$ cat src/rtl/overlay_box_scheduler_pkg.sv
`default_nettype none
// ============================================================================
//  Module   : overlay_box_scheduler_pkg
//  Brief    : Shared types and project constants for the box-overlay path.
//  Revision : 1.0 - initial release
// ============================================================================
package overlay_box_scheduler_pkg;

    // Active picture size of the HDMI output the overlay is drawn on
    localparam int c_img_width    = 1280;
    localparam int c_img_height   = 720;

    // Frames without a fresh tracker result before the shown box is withdrawn
    localparam int c_stale_frames = 8;

    // Overlay stage drawing constants (line thickness in pixels, RGB colour)
    localparam int              c_box_line_px = 2;
    localparam logic [23:0]     c_box_rgb     = 24'h00FF00;

    // Scheduler states
    typedef enum logic [1:0] {
        IDLE      = 2'd0,   // nothing shown, nothing pending
        ARMED     = 2'd1,   // result pending, nothing shown yet
        SHOW      = 2'd2,   // box shown, nothing pending
        SHOW_PEND = 2'd3    // box shown, newer result waiting for next frame
    } state_t;

endpackage : overlay_box_scheduler_pkg
`default_nettype wire

$ cat src/rtl/overlay_box_scheduler_box_clamp.sv
`default_nettype none
// ============================================================================
//  Module   : overlay_box_scheduler_box_clamp
//  Brief    : Combinational validate/clamp of one tracker box to image bounds.
//  Revision : 1.0 - initial release
// ============================================================================
module overlay_box_scheduler_box_clamp
    import overlay_box_scheduler_pkg::*;
#(
    parameter int IMG_WIDTH  = c_img_width,
    parameter int IMG_HEIGHT = c_img_height
) (
    input  logic [15:0] x,
    input  logic [15:0] y,
    input  logic [15:0] w,
    input  logic [15:0] h,
    output logic [15:0] clamp_x,
    output logic [15:0] clamp_y,
    output logic [15:0] clamp_w,
    output logic [15:0] clamp_h,
    output logic        invalid
);

    localparam logic [15:0] c_w16      = 16'(IMG_WIDTH);
    localparam logic [15:0] c_h16      = 16'(IMG_HEIGHT);
    localparam logic [15:0] c_w_last16 = 16'(IMG_WIDTH - 1);
    localparam logic [15:0] c_h_last16 = 16'(IMG_HEIGHT - 1);
    localparam logic [16:0] c_w_last17 = 17'(IMG_WIDTH - 1);
    localparam logic [16:0] c_h_last17 = 17'(IMG_HEIGHT - 1);

    // Far edges in 17 bits so a huge width/height cannot wrap past the bound
    logic [16:0] w_x_end;
    logic [16:0] w_y_end;

    assign w_x_end = {1'b0, x} + {1'b0, w};
    assign w_y_end = {1'b0, y} + {1'b0, h};

    // Validate the box and trim its extent to the last visible pixel
    always_comb begin
        clamp_x = x;
        clamp_y = y;
        clamp_w = (w_x_end > c_w_last17) ? (c_w_last16 - x) : w;
        clamp_h = (w_y_end > c_h_last17) ? (c_h_last16 - y) : h;
        invalid = (w == 16'd0) || (h == 16'd0) || (x >= c_w16) || (y >= c_h16);
    end

endmodule : overlay_box_scheduler_box_clamp
`default_nettype wire

$ cat src/rtl/overlay_box_scheduler.sv
`default_nettype none
// ============================================================================
//  Module   : overlay_box_scheduler
//  Brief    : Takes tracker boxes, clamps them and commits them to the HDMI
//             overlay only at frame boundaries; withdraws stale boxes.
//  Revision : 1.0 - initial release
// ============================================================================
module overlay_box_scheduler
    import overlay_box_scheduler_pkg::*;
#(
    parameter int IMG_WIDTH    = c_img_width,
    parameter int IMG_HEIGHT   = c_img_height,
    parameter int STALE_FRAMES = c_stale_frames
) (
    input  logic        hdmi_pclk,
    input  logic        s_rst_n,
    input  logic        hdmi_vs,
    input  logic        overlay_en,
    input  logic        trk_valid,
    output logic        trk_ready,
    input  logic [15:0] trk_x,
    input  logic [15:0] trk_y,
    input  logic [15:0] trk_w,
    input  logic [15:0] trk_h,
    output logic [15:0] result_x,
    output logic [15:0] result_y,
    output logic [15:0] result_w,
    output logic [15:0] result_h,
    output logic        hdmi_vs_sel,
    output logic        box_stale,
    output logic        reject,
    output logic [7:0]  drop_cnt,
    output logic [15:0] frame_cnt
);

    localparam logic [7:0] c_stale_last = 8'(STALE_FRAMES - 1);

    state_t      r_state, w_state_nxt;
    logic        r_vs_d, r_ready, r_sel, r_box_stale, r_reject;
    logic [15:0] r_frame_cnt;
    logic [7:0]  r_drop_cnt, r_stale_cnt;
    logic [15:0] r_pend_x, r_pend_y, r_pend_w, r_pend_h;
    logic [15:0] r_res_x, r_res_y, r_res_w, r_res_h;

    logic        w_vs_rise, w_xfer, w_acc, w_invalid;
    logic [15:0] w_cx, w_cy, w_cw, w_ch;
    logic        w_commit, w_pend_ld, w_drop, w_stale_clr, w_stale_inc, w_stale_hit;

    assign w_vs_rise = hdmi_vs & ~r_vs_d;
    assign w_xfer    = trk_valid & r_ready;
    assign w_acc     = w_xfer & ~w_invalid;

    overlay_box_scheduler_box_clamp #(
        .IMG_WIDTH  (IMG_WIDTH),
        .IMG_HEIGHT (IMG_HEIGHT)
    ) u_box_clamp (
        .x       (trk_x),
        .y       (trk_y),
        .w       (trk_w),
        .h       (trk_h),
        .clamp_x (w_cx),
        .clamp_y (w_cy),
        .clamp_w (w_cw),
        .clamp_h (w_ch),
        .invalid (w_invalid)
    );

    // Frame edge detect and free-running frame counter
    always_ff @(posedge hdmi_pclk or negedge s_rst_n) begin
        if (!s_rst_n) begin
            r_vs_d      <= 1'b0;
            r_frame_cnt <= 16'd0;
        end else begin
            r_vs_d <= hdmi_vs;
            if (w_vs_rise) r_frame_cnt <= r_frame_cnt + 16'd1;
        end
    end

    // Ready follows the enable one cycle late
    always_ff @(posedge hdmi_pclk or negedge s_rst_n) begin
        if (!s_rst_n) r_ready <= 1'b0;
        else          r_ready <= overlay_en;
    end

    // State register
    always_ff @(posedge hdmi_pclk or negedge s_rst_n) begin
        if (!s_rst_n) r_state <= IDLE;
        else          r_state <= w_state_nxt;
    end

    // Next state and per-cycle actions; a vs_rise commits the old pending
    // before a same-cycle transfer refills it, so that case is never a drop
    always_comb begin
        w_state_nxt = r_state;
        w_commit    = 1'b0;
        w_pend_ld   = 1'b0;
        w_drop      = 1'b0;
        w_stale_clr = 1'b0;
        w_stale_inc = 1'b0;
        w_stale_hit = 1'b0;
        if (!overlay_en) begin
            w_state_nxt = IDLE;
        end else begin
            case (r_state)
                IDLE: begin
                    if (w_acc) begin
                        w_pend_ld   = 1'b1;
                        w_state_nxt = ARMED;
                    end
                end
                ARMED, SHOW_PEND: begin
                    w_pend_ld = w_acc;
                    if (w_vs_rise) begin
                        w_commit    = 1'b1;
                        w_stale_clr = 1'b1;
                        w_state_nxt = w_acc ? SHOW_PEND : SHOW;
                    end else begin
                        w_drop = w_acc;
                    end
                end
                SHOW: begin
                    if (w_acc) begin
                        w_pend_ld   = 1'b1;
                        w_stale_clr = w_vs_rise;
                        w_state_nxt = SHOW_PEND;
                    end else if (w_vs_rise) begin
                        if (r_stale_cnt == c_stale_last) begin
                            w_stale_hit = 1'b1;
                            w_state_nxt = IDLE;
                        end else begin
                            w_stale_inc = 1'b1;
                        end
                    end
                end
                default: w_state_nxt = IDLE;
            endcase
        end
    end

    // Pending result holds the clamped box until the next frame boundary
    always_ff @(posedge hdmi_pclk or negedge s_rst_n) begin
        if (!s_rst_n) begin
            r_pend_x <= 16'd0;
            r_pend_y <= 16'd0;
            r_pend_w <= 16'd0;
            r_pend_h <= 16'd0;
        end else if (w_pend_ld) begin
            r_pend_x <= w_cx;
            r_pend_y <= w_cy;
            r_pend_w <= w_cw;
            r_pend_h <= w_ch;
        end
    end

    // Committed box and draw enable; only move on a frame boundary
    always_ff @(posedge hdmi_pclk or negedge s_rst_n) begin
        if (!s_rst_n) begin
            r_res_x <= 16'd0;
            r_res_y <= 16'd0;
            r_res_w <= 16'd0;
            r_res_h <= 16'd0;
            r_sel   <= 1'b0;
        end else begin
            if (w_commit) begin
                r_res_x <= r_pend_x;
                r_res_y <= r_pend_y;
                r_res_w <= r_pend_w;
                r_res_h <= r_pend_h;
            end
            r_sel <= (w_state_nxt == SHOW) || (w_state_nxt == SHOW_PEND);
        end
    end

    // Frames since the shown box was committed
    always_ff @(posedge hdmi_pclk or negedge s_rst_n) begin
        if (!s_rst_n)         r_stale_cnt <= 8'd0;
        else if (w_stale_clr) r_stale_cnt <= 8'd0;
        else if (w_stale_inc) r_stale_cnt <= r_stale_cnt + 8'd1;
    end

    // Status pulses and saturating drop counter
    always_ff @(posedge hdmi_pclk or negedge s_rst_n) begin
        if (!s_rst_n) begin
            r_box_stale <= 1'b0;
            r_reject    <= 1'b0;
            r_drop_cnt  <= 8'd0;
        end else begin
            r_box_stale <= w_stale_hit;
            r_reject    <= w_xfer & w_invalid;
            if (w_drop && (r_drop_cnt != 8'hFF)) r_drop_cnt <= r_drop_cnt + 8'd1;
        end
    end

    assign trk_ready   = r_ready;
    assign result_x    = r_res_x;
    assign result_y    = r_res_y;
    assign result_w    = r_res_w;
    assign result_h    = r_res_h;
    assign hdmi_vs_sel = r_sel;
    assign box_stale   = r_box_stale;
    assign reject      = r_reject;
    assign drop_cnt    = r_drop_cnt;
    assign frame_cnt   = r_frame_cnt;

endmodule : overlay_box_scheduler
`default_nettype wire

$ cat config.mk
export PLATFORM = sky130hd
export DESIGN_NAME = overlay_box_scheduler
export DESIGN_NICKNAME = d
export VERILOG_FILES = /design/src/rtl/overlay_box_scheduler_pkg.sv /design/src/rtl/overlay_box_scheduler_box_clamp.sv /design/src/rtl/overlay_box_scheduler.sv
export SDC_FILE = /design/constraint.sdc
export NUM_CORES = 1
export LEC_CHECK = 0
export BUFFER_PORTS_ARGS = -buffer_cell sky130_fd_sc_hd__buf_2
export CORE_ASPECT_RATIO = 1.4
export CORE_UTILIZATION = 30
export CTS_BUF_LIST = sky130_fd_sc_hd__clkbuf_4 sky130_fd_sc_hd__clkbuf_8
export DETAILED_ROUTE_END_ITERATION = 10
export SLEW_MARGIN = 40
export SYNTH_ARGS = -nofsm -noshare
export SYNTH_HDL_FRONTEND = slang
export SYNTH_SLANG_ARGS = --single-unit
$ cat constraint.sdc
create_clock -name hdmi_pclk -period 5.5 [get_ports hdmi_pclk]
set_input_delay 0.825 -clock hdmi_pclk [delete_from_list [all_inputs] [get_ports hdmi_pclk]]
set_output_delay 0.825 -clock hdmi_pclk [all_outputs]
set_load 0.05 [all_outputs]
==> results.md, run 1 <==
- Routed WL per cell: 16.23 um
- Clock Latency Late Sink: 0.49 ns
- Max_slew headroom: 0.4769
- Pins over their slew limit: 0
- Worst Path Max Fanout: 16
- Clock transition at the registers of the reported paths: 0.10 ns
- Final Cycle Share: 0.6315
- LEAKAGE: 5.458 nW
- Die W: 145.8 um
- Critical Path, Cell by Cell: buf_2, ha_1, inv_1, fa_1, nor2b_1, o21ai_0, a21oi_1, or4_1, nand3_1, mux2i_1, nand4_2, mux2i_1, a21oi_1
- First-pass GRT wire length: 35400 um
- Post-route DRC: 0
- Mapped Cells: 809
- Top_reg_cell synth: dfrtp_1
- Clock share of power: 0.344
- Final Critical Period: 3.473 ns
- Flop pwr share: 0.494
- First-pass detailed-route iteration total: 4
- Max incr delay on CP: 0.64 ns
- Max stage delay cell, worst path: nand4_2
- TritonCTS Buffers: 17
- Total Power: 2.574 mW
- Nets: 1076
- Clock tree root driver cell: clkbuf_8
- Crit path kind: primary input to flop
- Sequential area share after synthesis: 0.4811
- Clock Path Buffers: 2
- Mean Syn Cell Area: 10.74 um^2
- Yosys top cell by area: dfrtp_1
- H-Tree Depth: 4
- Register area: 4179 um^2
- Buffers added on ports: 160
- FF-to-FF setup slack: 3.22 ns
- Reg-to-Reg End: r_stale_cnt[6]
- Final core utilization: 0.3633
- Post-Syn Nets: 920
- Max-Cap Viols: 0
- PostCTS Resize Cnt: 0
- Cell total after placement: 1320
- CTS tree: built
- CP Buf/Inv Count: 2
- Starting density of the core: 0.3058
- Final setup viols: 0
- Most frequent cells in the layout: dfrtp_1 (167), buf_2 (159), nand2_1 (84), mux2_2 (65), nor2_1 (54)
- Initial antenna violation count: 0
- Share of layout cells above drive strength 1: 0.2873
- All-Layer GR Usage: 0.1546
- Placed cell area: 9906 um^2
- Remaining antenna violation count: 0
- Arr. time, crit path: 3.84 ns
- Switch Pwr: 808.9 uW
- Overflow after GRT: 0
- Std-Cell Rows: 73
- Status: complete, no violations
- DIE HEIGHT: 203.3 um
- Multi-input gate area: 4275 um^2
- Vias/cell: 4.844
- RSZ-0062 raised after global routing: false
- WP data required: 5.87 ns
- Hpwl dp: 16260 um
- Vias: 6554
- Comb pwr share: 0.162
- Clk sink count: 167
- Reg2reg start: r_vs_d
- Core Area: 28410 um^2
- GPL Wtd Cong: 0.8278
- Sw frac: 0.3142
- Yosys reg bits: 167
- Max Clk Rate: 287.9 MHz
- WL final: 21960 um
- Yosys warnings: 0
- Diode count: 0
- Worst slew pin tran: 0.7828 ns
- Critical Path Sink Type: flop
- Worst r2r path cells: 7
- Pint: 1.765 mW
- Fill count: 2833
- Peak VDD IR: 0.1261 mV
- Post-synth EDFFs: 0
- Die area: 29650 um^2
- Cells taking the most area after synthesis: dfrtp_1 (48%), mux2_2 (8.4%), ha_1 (5.8%), nand2_1 (3.7%), mux2i_1 (3.6%)
- Top-area cell type share of the netlist area: 0.4811
- Post-synth ARST share: 1.000
- Largest net degree at the start of global routing: 145
- Post-Synthesis Cell Area: 8686 um^2
- Post-CTS Setup Bufs: 0
- Layout overhead on the synthesized area: 18.81%
- Top Family by Delay on Critical Path: simple AND/OR/NAND/NOR gates
- Crit path depth: 13
- CP startpoint kind: primary input
- Hold Path Class: primary input to asynchronous set/reset pin
- Clk_skew: 0.007969 ns
- Ports: 161
- Number of global-route vias before repair: 6537
- Hold_buf cts: 0
- PwrDens: 249.4 nW/um^2
- Fin cells: 1353
- Most common cell after layout, fill and taps aside: dfrtp_1
- Design area: 10320 um^2
- Final Hold Fails: 0
- Total negative slack: 0 ns
- DRT iter0 DRCs: 240
- Synth unique cells: 71
==> final cells by class <==
class | instances | share of cell area
clock inverters | 14 | 0.01394
repair buffers | 165 | 0.08742
well taps | 375 | 0.04547
flip-flops and latches | 167 | 0.4049
multi-input cells | 585 | 0.4143
clock buffers | 18 | 0.02340
inverters | 29 | 0.01055
==> per-stage QoR <==
stage	worst slack, ns	hold slack [ns]
global route	1.767	0.1397
global placement	1.658	0.4481
CTS	2.087	0.1388
floorplan	2.172	0.4348
finish	2.027	0.1811
detailed placement	1.532	0.4544
==> kinds of logic (layout without fill, tap and decap cells) <==
family,count (synthesis),count (layout),share of synthesized area
buffers and inverters,57,226,0.02910
adders and majority gates,42,42,0.06223
DFF,167,167,0.4811
AOI/OAI and AO/OA,140,140,0.1005
muxes,97,97,0.1217
xor gates and xnor gates,44,44,0.04437
and+or+nand+nor,262,262,0.1609
==> how the worst max path moves through the flow <==
stage	startpoint	to	slack, ns
floorplan	trk_y[0]	r_pend_h[4]	2.17
global placement	trk_x[0]	r_pend_w[0]	1.66
detailed placement	trk_x[0]	r_pend_w[7]	1.53
CTS	trk_x[0]	r_pend_w[7]	2.09
global route	trk_x[0]	r_pend_w[7]	1.77
finish	trk_x[0]	r_pend_w[7]	2.03
==> flip-flops by register name (all words and copies together), names as in the netlist, 2 cells and up <==
register,flops
result_x,16
r_pend_y,16
result_w,16
result_y,16
r_pend_x,16
drop_cnt,8
r_state,2
r_pend_h,16
r_pend_w,16
result_h,16
r_stale_cnt,8
frame_cnt,16
==> power by group through the flow <==
| stage | registers (mW) | logic (mW) | clock network (mW) |
|---|---|---|---|
| after floorplan | 1.36 | 0.207 | 0 |
| after global placement | 1.29 | 0.412 | 0 |
| after detailed placement | 1.30 | 0.416 | 0 |
| after CTS | 1.27 | 0.419 | 0.925 |
| after global routing | 1.28 | 0.460 | 0.977 |
| final | 1.27 | 0.416 | 0.887 |
==> synth_stat cells, drive strengths merged, types with 4 or more instances <==
cell type and instances:
o21ai 44, nand2b 5, dfrtp 167, mux2 66
mux2i 31, a31oi 6, clkbuf 14, nand3 21
a21o 8, and2 5, o21a 4, inv 29
or4 4, and4 4, nand2 85, buf 14
nor3 11, nor2b 21, nor4 16, and3 9
nand4 15, xor2 18, ha 40, nor2 54
a21oi 41, xnor2 26
==> metal layers <==
layer / vias up / GRT usage / share of wire
met5: - / 0 / 0
met2: 136 / 0.2644 / 0.50
met1: 3191 / 0.1902 / 0.44
met3: 29 / 0.03333 / 0.037
li1: 3198 / - / -
met4: 0 / 0.05752 / 0.022
(Power assumes the default switching activity.)
==> inputs of run 2 (changes only) <==
==> constraint.sdc (replaced) <==
create_clock -name hdmi_pclk -period 2.9 [get_ports hdmi_pclk]
set_input_delay 0.435 -clock hdmi_pclk [delete_from_list [all_inputs] [get_ports hdmi_pclk]]
set_output_delay 0.435 -clock hdmi_pclk [all_outputs]
set_load 0.05 [all_outputs]
==> run 2 against run 1 <==
  * Final cell count up 6.6%
  * Die area unchanged
  * Sequential share of layout area down 2.8 points
  * Power up 100%
  * Highest routed layer is now met5
  * Combinational power up 120%
  * Flip-flop and latch count unchanged
  * Register-to-register slack worse by 2.4 ns
  * Setup slack worse by 1.8 ns
  * Critical endpoint is now r_pend_h[0]
  * Count of clock-buffer cells in the layout up 4
  * Critical path type unchanged
  * Via count up 4.9%
==> results.md, run 2 (same netlist as run 1, synthesis figures left out) <==
- Core Area: 28410 um^2 (unchanged)
- PwrDens: 469.4 nW/um^2 (+88%)
- Final Cycle Share: 0.9159
- Number of global-route vias before repair: 7057 (+8.0%)
- Diode count: 0 (unchanged)
- Status: complete, no violations
- Clock Latency Late Sink: 0.45 ns (-0.04 ns)
- Final Hold Fails: 0 (unchanged)
- All-Layer GR Usage: 0.1595 (+0.004939)
- Ports: 161 (unchanged)
- Most frequent cells in the layout: dfrtp_1 (167), buf_2 (159), buf_4 (85), nand2_1 (84), mux2_2 (65)
- Overflow after GRT: 0 (unchanged)
- First-pass detailed-route iteration total: 4 (unchanged)
- Die area: 29650 um^2 (unchanged)
- Final Critical Period: 2.656 ns
- CP startpoint kind: primary input
- Most common cell after layout, fill and taps aside: dfrtp_1
- Vias: 6872 (+4.9%)
- Final setup viols: 0 (unchanged)
- Worst Path Max Fanout: 11 (-5)
- First-pass GRT wire length: 36940 um (+4.3%)
- Worst slew pin tran: 0.7552 ns (-0.02757 ns)
- Std-Cell Rows: 73 (unchanged)
- GPL Wtd Cong: 0.8733 (+5.5%)
- PostCTS Resize Cnt: 0 (unchanged)
- Reg2reg start: r_stale_cnt[3]
- Hpwl dp: 17520 um (+7.8%)
- CTS tree: built
- Max_slew headroom: 0.4910 (+0.01412)
- LEAKAGE: 5.919 nW (+8.4%)
- Layout overhead on the synthesized area: 27.80%
- CP startpoint: trk_y[0]
- Crit path kind: primary input to flop
- DRT iter0 DRCs: 238 (-0.83%)
- Nets: 1165 (+8.3%)
- DIE HEIGHT: 203.3 um (unchanged)
- RSZ-0062 raised after global routing: false
- WL final: 22520 um (+2.6%)
- Hold Path Depth: 1
- Hold Path Class: primary input to flop
- Vias/cell: 4.766 (-1.6%)
- Hold_buf cts: 1 (+1)
- Total Power: 5.211 mW (+100%)
- Arr. time, crit path: 2.99 ns (-0.85 ns)
- Starting density of the core: 0.3058 (unchanged)
- Peak VDD IR: 0.2378 mV (+89%)
- Pins over their slew limit: 0 (unchanged)
- Clock tree root driver cell: clkbuf_8
- Share of layout cells above drive strength 1: 0.3458 (+0.05851)
- H-Tree Depth: 4 (unchanged)
- Initial antenna violation count: 1 (+1)
- Critical Path Sink Type: flop
- Clock transition at the registers of the reported paths: 0.09 ns (about the same)
- Clock Path Buffers: 2 (unchanged)
- Worst r2r path cells: 7 (unchanged)
- Clk_skew: 0.01230 ns (+0.004331 ns)
- WP data required: 3.23 ns (-2.64 ns)
- Max Clk Rate: 376.5 MHz
- Die W: 145.8 um (unchanged)
- TritonCTS Buffers: 17 (unchanged)
- Clk sink count: 167 (unchanged)
- Buffers added on ports: 160 (unchanged)
- Hold path startpoint: hdmi_vs
- Routed WL per cell: 15.62 um (-3.8%)
- Post-CTS Setup Bufs: 0 (unchanged)
- Largest net degree at the start of global routing: 58 (-60%)
- Fin Hold WS: 0.1075 ns (-0.07361 ns)
- Post-route DRC: 0 (unchanged)
- Remaining antenna violation count: 0 (unchanged)
- Max-Cap Viols: 0 (unchanged)
==> run 2: cell types whose count changed in the layout (fill, tap and decap cells not counted), moves of 2 or more <==
cell | previous run | this run
buf_12 | 3 | 8
buf_4 | 1 | 85
bufinv_16 | 1 | 4
clkbuf_4 | 1 | 3
clkbuf_8 | 17 | 19
clkinv_4 | 6 | 2
clkinvlp_4 | 1 | 3
inv_6 | 3 | 1
inv_8 | 2 | 0
==> run 2: path summary, 6_finish.rpt <==
path | slack [ns] | to
setup / recovery | 0.24 | r_pend_h[0]
hold / removal | 0.11 | r_vs_d
setup reg to reg | 0.87 | r_stale_cnt[7]
hold reg to reg | 0.47 | r_pend_y[7]
max in group asynchronous | 1.71 | trk_ready
min in group asynchronous | 0.45 | result_x[5]
==> run 2: through the flow <==
step,instances,instance area (um^2),setup WS [ns],utilization,setup TNS (ns)
after floorplan,809,8692,0.01258,-,0
after global placement,1409,10640,-0.1346,0.3745,-3.163
after detailed placement,1409,10640,-0.2248,0.3745,-4.658
after CTS,1442,11100,0.2895,0.3908,0
after global routing,1442,11100,0.1060,0.3908,0
final,1442,11100,0.2439,0.3908,0
==> run 2: critical path, stage by stage <==
cell and delay, ns:
buf_2 0.11, ha_1 0.21, inv_1 0.08, fa_1 0.22, nor2b_4 0.05, o2111a_1 0.28, or2_1 0.27, or4b_1 0.51
nand4b_1 0.11, nand3_1 0.16, nand3_4 0.12, buf_12 0.15, mux2i_1 0.19, a21oi_1 0.08
==> run 2: area by class of cell <==
type                    instances  area, um^2
multi-input cells             585        4275
well taps                     375       469.2
inverters                      29       108.9
clock inverters                10       168.9
clock buffers                  22       284.0
fillers                      2815       17310
flip-flops and latches        167        4179
repair buffers                254        1615
==> run 2: power by group <==
part	internal, mW	total (mW)	switching (mW)
Clock	1.02	1.89	0.868
Sequential	2.36	2.41	0.0460
Combinational	0.368	0.914	0.546
Total	3.75	5.21	1.46
==> run 2: metal layers <==
layer  part of all wire  track usage  vias to the layer above
li1                   -            -                     3382
met1               0.44       0.1935                     3321
met2               0.50       0.2775                      130
met3              0.030      0.02707                       37
met4              0.031      0.06880                        2
met5            0.00036            0                        -
==> inputs of run 3 (changes only) <==
==> constraint.sdc (replaced) <==
create_clock -name hdmi_pclk -period 3.25 [get_ports hdmi_pclk]
set_input_delay 0.4875 -clock hdmi_pclk [delete_from_list [all_inputs] [get_ports hdmi_pclk]]
set_output_delay 0.4875 -clock hdmi_pclk [all_outputs]
set_load 0.05 [all_outputs]
==> run 3 against run 2 <==
  * Routed wire length fell by 1.7%
  * Core utilization fell by 2.1 points
  * Largest power group unchanged
  * Sequential share of layout area rose by 2.1 points
  * First-iteration DRC count rose by 9.7%
  * Flip-flop and latch count did not move
  * Combinational power fell by 20%
  * Largest cell class unchanged
  * Count of clock-buffer cells in the layout fell by 2
  * Setup slack improved by 0.20 ns
==> results.md, run 3 (same netlist as run 1, synthesis figures left out) <==
- Status: complete, no violations
- Final Cycle Share: 0.8645
- Fin cells: 1380 (-4.3%)
- Arr. time, crit path: 3.14 ns (+0.15 ns)
- All-Layer GR Usage: 0.1565 (-0.003008)
- Cell total after placement: 1348 (-4.3%)
- Largest net degree at the start of global routing: 80 (+38%)
- Layout overhead on the synthesized area: 21.07%
- FF-to-FF setup slack: 1.17 ns (+0.30 ns)
- Hpwl dp: 16970 um (-3.1%)
- Clock transition at the registers of the reported paths: 0.09 ns (about the same)
- Final Hold Fails: 0 (unchanged)
- Clock tree root driver cell: clkbuf_8
- CTS tree: built
- Reg-to-Reg End: r_stale_cnt[6]
- Remaining antenna violation count: 0 (unchanged)
- Hold_buf cts: 0 (-1)
- Overflow after GRT: 0 (unchanged)
- Most frequent cells in the layout: dfrtp_1 (167), buf_2 (159), nand2_1 (84), mux2_2 (65), nor2_1 (54)
- Clk sink count: 167 (unchanged)
- Worst slew pin tran: 0.6972 ns (-0.05797 ns)
- Die W: 145.8 um (unchanged)
- First-pass GRT wire length: 36410 um (-1.4%)
- LEAKAGE: 5.568 nW (-5.9%)
- PostCTS Resize Cnt: 0 (unchanged)
- Final Critical Period: 2.810 ns
- CP startpoint: trk_y[0]
- Hold Path Class: primary input to asynchronous set/reset pin
- Place WS: -0.04734 ns (+0.1775 ns)
- Final setup viols: 0 (unchanged)
- Top Family by Delay on Critical Path: simple AND/OR/NAND/NOR gates
- H-Tree Depth: 4 (unchanged)
- Clock Path Buffers: 2 (unchanged)
- Most common cell after layout, fill and taps aside: dfrtp_1
- Worst Path Max Fanout: 14 (+3)
- Nets: 1103 (-5.3%)
- Max_slew headroom: 0.5301 (+0.03907)
- Critical Path Sink Type: flop
- DIE HEIGHT: 203.3 um (unchanged)
- Fill count: 2853 (+1.3%)
- Crit path depth: 13 (-1)
- Die area: 29650 um^2 (unchanged)
- Post-route DRC: 0 (unchanged)
- Total Power: 4.439 mW (-15%)
- Pins over their slew limit: 0 (unchanged)
- Crit path kind: primary input to flop
- Post-CTS Setup Bufs: 0 (unchanged)
- Routed WL per cell: 16.04 um (+2.7%)
- Clk_skew: 0.01247 ns (+0.0001676 ns)
- Buffers added on ports: 160 (unchanged)
- DRT iter0 DRCs: 261 (+9.7%)
- Total negative slack: 0 ns (unchanged)
- Setup ws final: 0.4403 ns (+0.1963 ns)
- Starting density of the core: 0.3058 (unchanged)
- Vias: 6547 (-4.7%)
- PwrDens: 422.1 nW/um^2 (-10%)
- Reg2reg start: r_stale_cnt[3]
- Ports: 161 (unchanged)
- Worst r2r path cells: 7 (unchanged)
- GPL Wtd Cong: 0.8869 (+1.6%)
- TritonCTS Buffers: 17 (unchanged)
- WP data required: 3.58 ns (+0.35 ns)
- Core Area: 28410 um^2 (unchanged)
- RSZ-0062 raised after global routing: false
- CP startpoint kind: primary input
- Vias/cell: 4.744 (-0.45%)
- Share of layout cells above drive strength 1: 0.3048 (-0.04105)
- Max-Cap Viols: 0 (unchanged)
- Peak VDD IR: 0.2129 mV (-10%)
- First-pass detailed-route iteration total: 4 (unchanged)
- WL final: 22140 um (-1.7%)
- Std-Cell Rows: 73 (unchanged)
- CP Buf/Inv Count: 2 (-1)
- Max Clk Rate: 355.9 MHz
- Max incr delay on CP: 0.46 ns (-0.05 ns)
- CP endpoint: r_pend_h[9]
- Max stage delay cell, worst path: a2111oi_0
- Number of global-route vias before repair: 6731 (-4.6%)
- Critical Path, Cell by Cell: buf_2, ha_1, inv_1, fa_1, nor2b_4, o21ai_0, or3b_1, a2111oi_0, o31ai_1, nand3_1, nand3_4, mux2i_1, o21ai_1
- Initial antenna violation count: 1 (unchanged)
- Clock Latency Late Sink: 0.46 ns (about the same)
-- run 3: cell count changes in the layout (fill, tap and decap cells not counted), sizes merged --
cell | previous run | this run
bufinv | 4 | 2
clkinv | 2 | 1
buf | 253 | 191
diode | 0 | 1
clkbuf | 22 | 21
inv | 30 | 34
dlygate4sd3 | 1 | 0
-- run 3: power by group --
part           switching [mW]  total [mW]  internal, mW  leakage, nW
combinational           0.468       0.730         0.262         3.05
clock                   0.803        1.56         0.756        0.201
sequential             0.0398        2.15          2.11         2.32
-- run 3: per-stage QoR --
stage                     hold WS, ns    util  area, um^2
after floorplan                0.1919       -        8686
after global placement         0.4475  0.3555       10100
after detailed placement       0.4609  0.3555       10100
after CTS                     0.05627  0.3700       10510
after global routing          0.06756  0.3702       10520
final                         0.04161  0.3702       10520
-- run 3: worst min-delay path by stage --
| stage | slack [ns] | start | cells past startpoint | to |
|---|---|---|---|---|
| CTS | 0.06 | s_rst_n | 1 | result_y[8] |
| global route | 0.07 | s_rst_n | 1 | result_x[11] |
| global placement | 0.45 | r_pend_y[6] | 2 | r_pend_y[6] |
| floorplan | 0.19 | s_rst_n | 0 | box_stale |
| finish | 0.04 | s_rst_n | 1 | result_x[11] |
| detailed placement | 0.46 | r_pend_y[6] | 2 | r_pend_y[6] |
-- run 3: layout make-up --
cell class / count / area, um^2 / area share
Clock buffer: 20 / 275.3 / 0.02617
Sequential cell: 167 / 4179 / 0.3974
Multi-Input combinational cell: 585 / 4269 / 0.4059
Inverter: 29 / 108.9 / 0.01035
Tap cell: 375 / 469.2 / 0.04462
Clock inverter: 11 / 137.6 / 0.01309
Antenna cell: 1 / 2.502 / 0.0002380
Timing Repair Buffer: 192 / 1075 / 0.1022
-- run 3: per-layer routing --
metal / GRT usage / wire length [um]
met1: 0.1948 / 9875
met2: 0.2712 / 11180
met3: 0.02506 / 579
met4: 0.05940 / 507
met5: 0 / 0
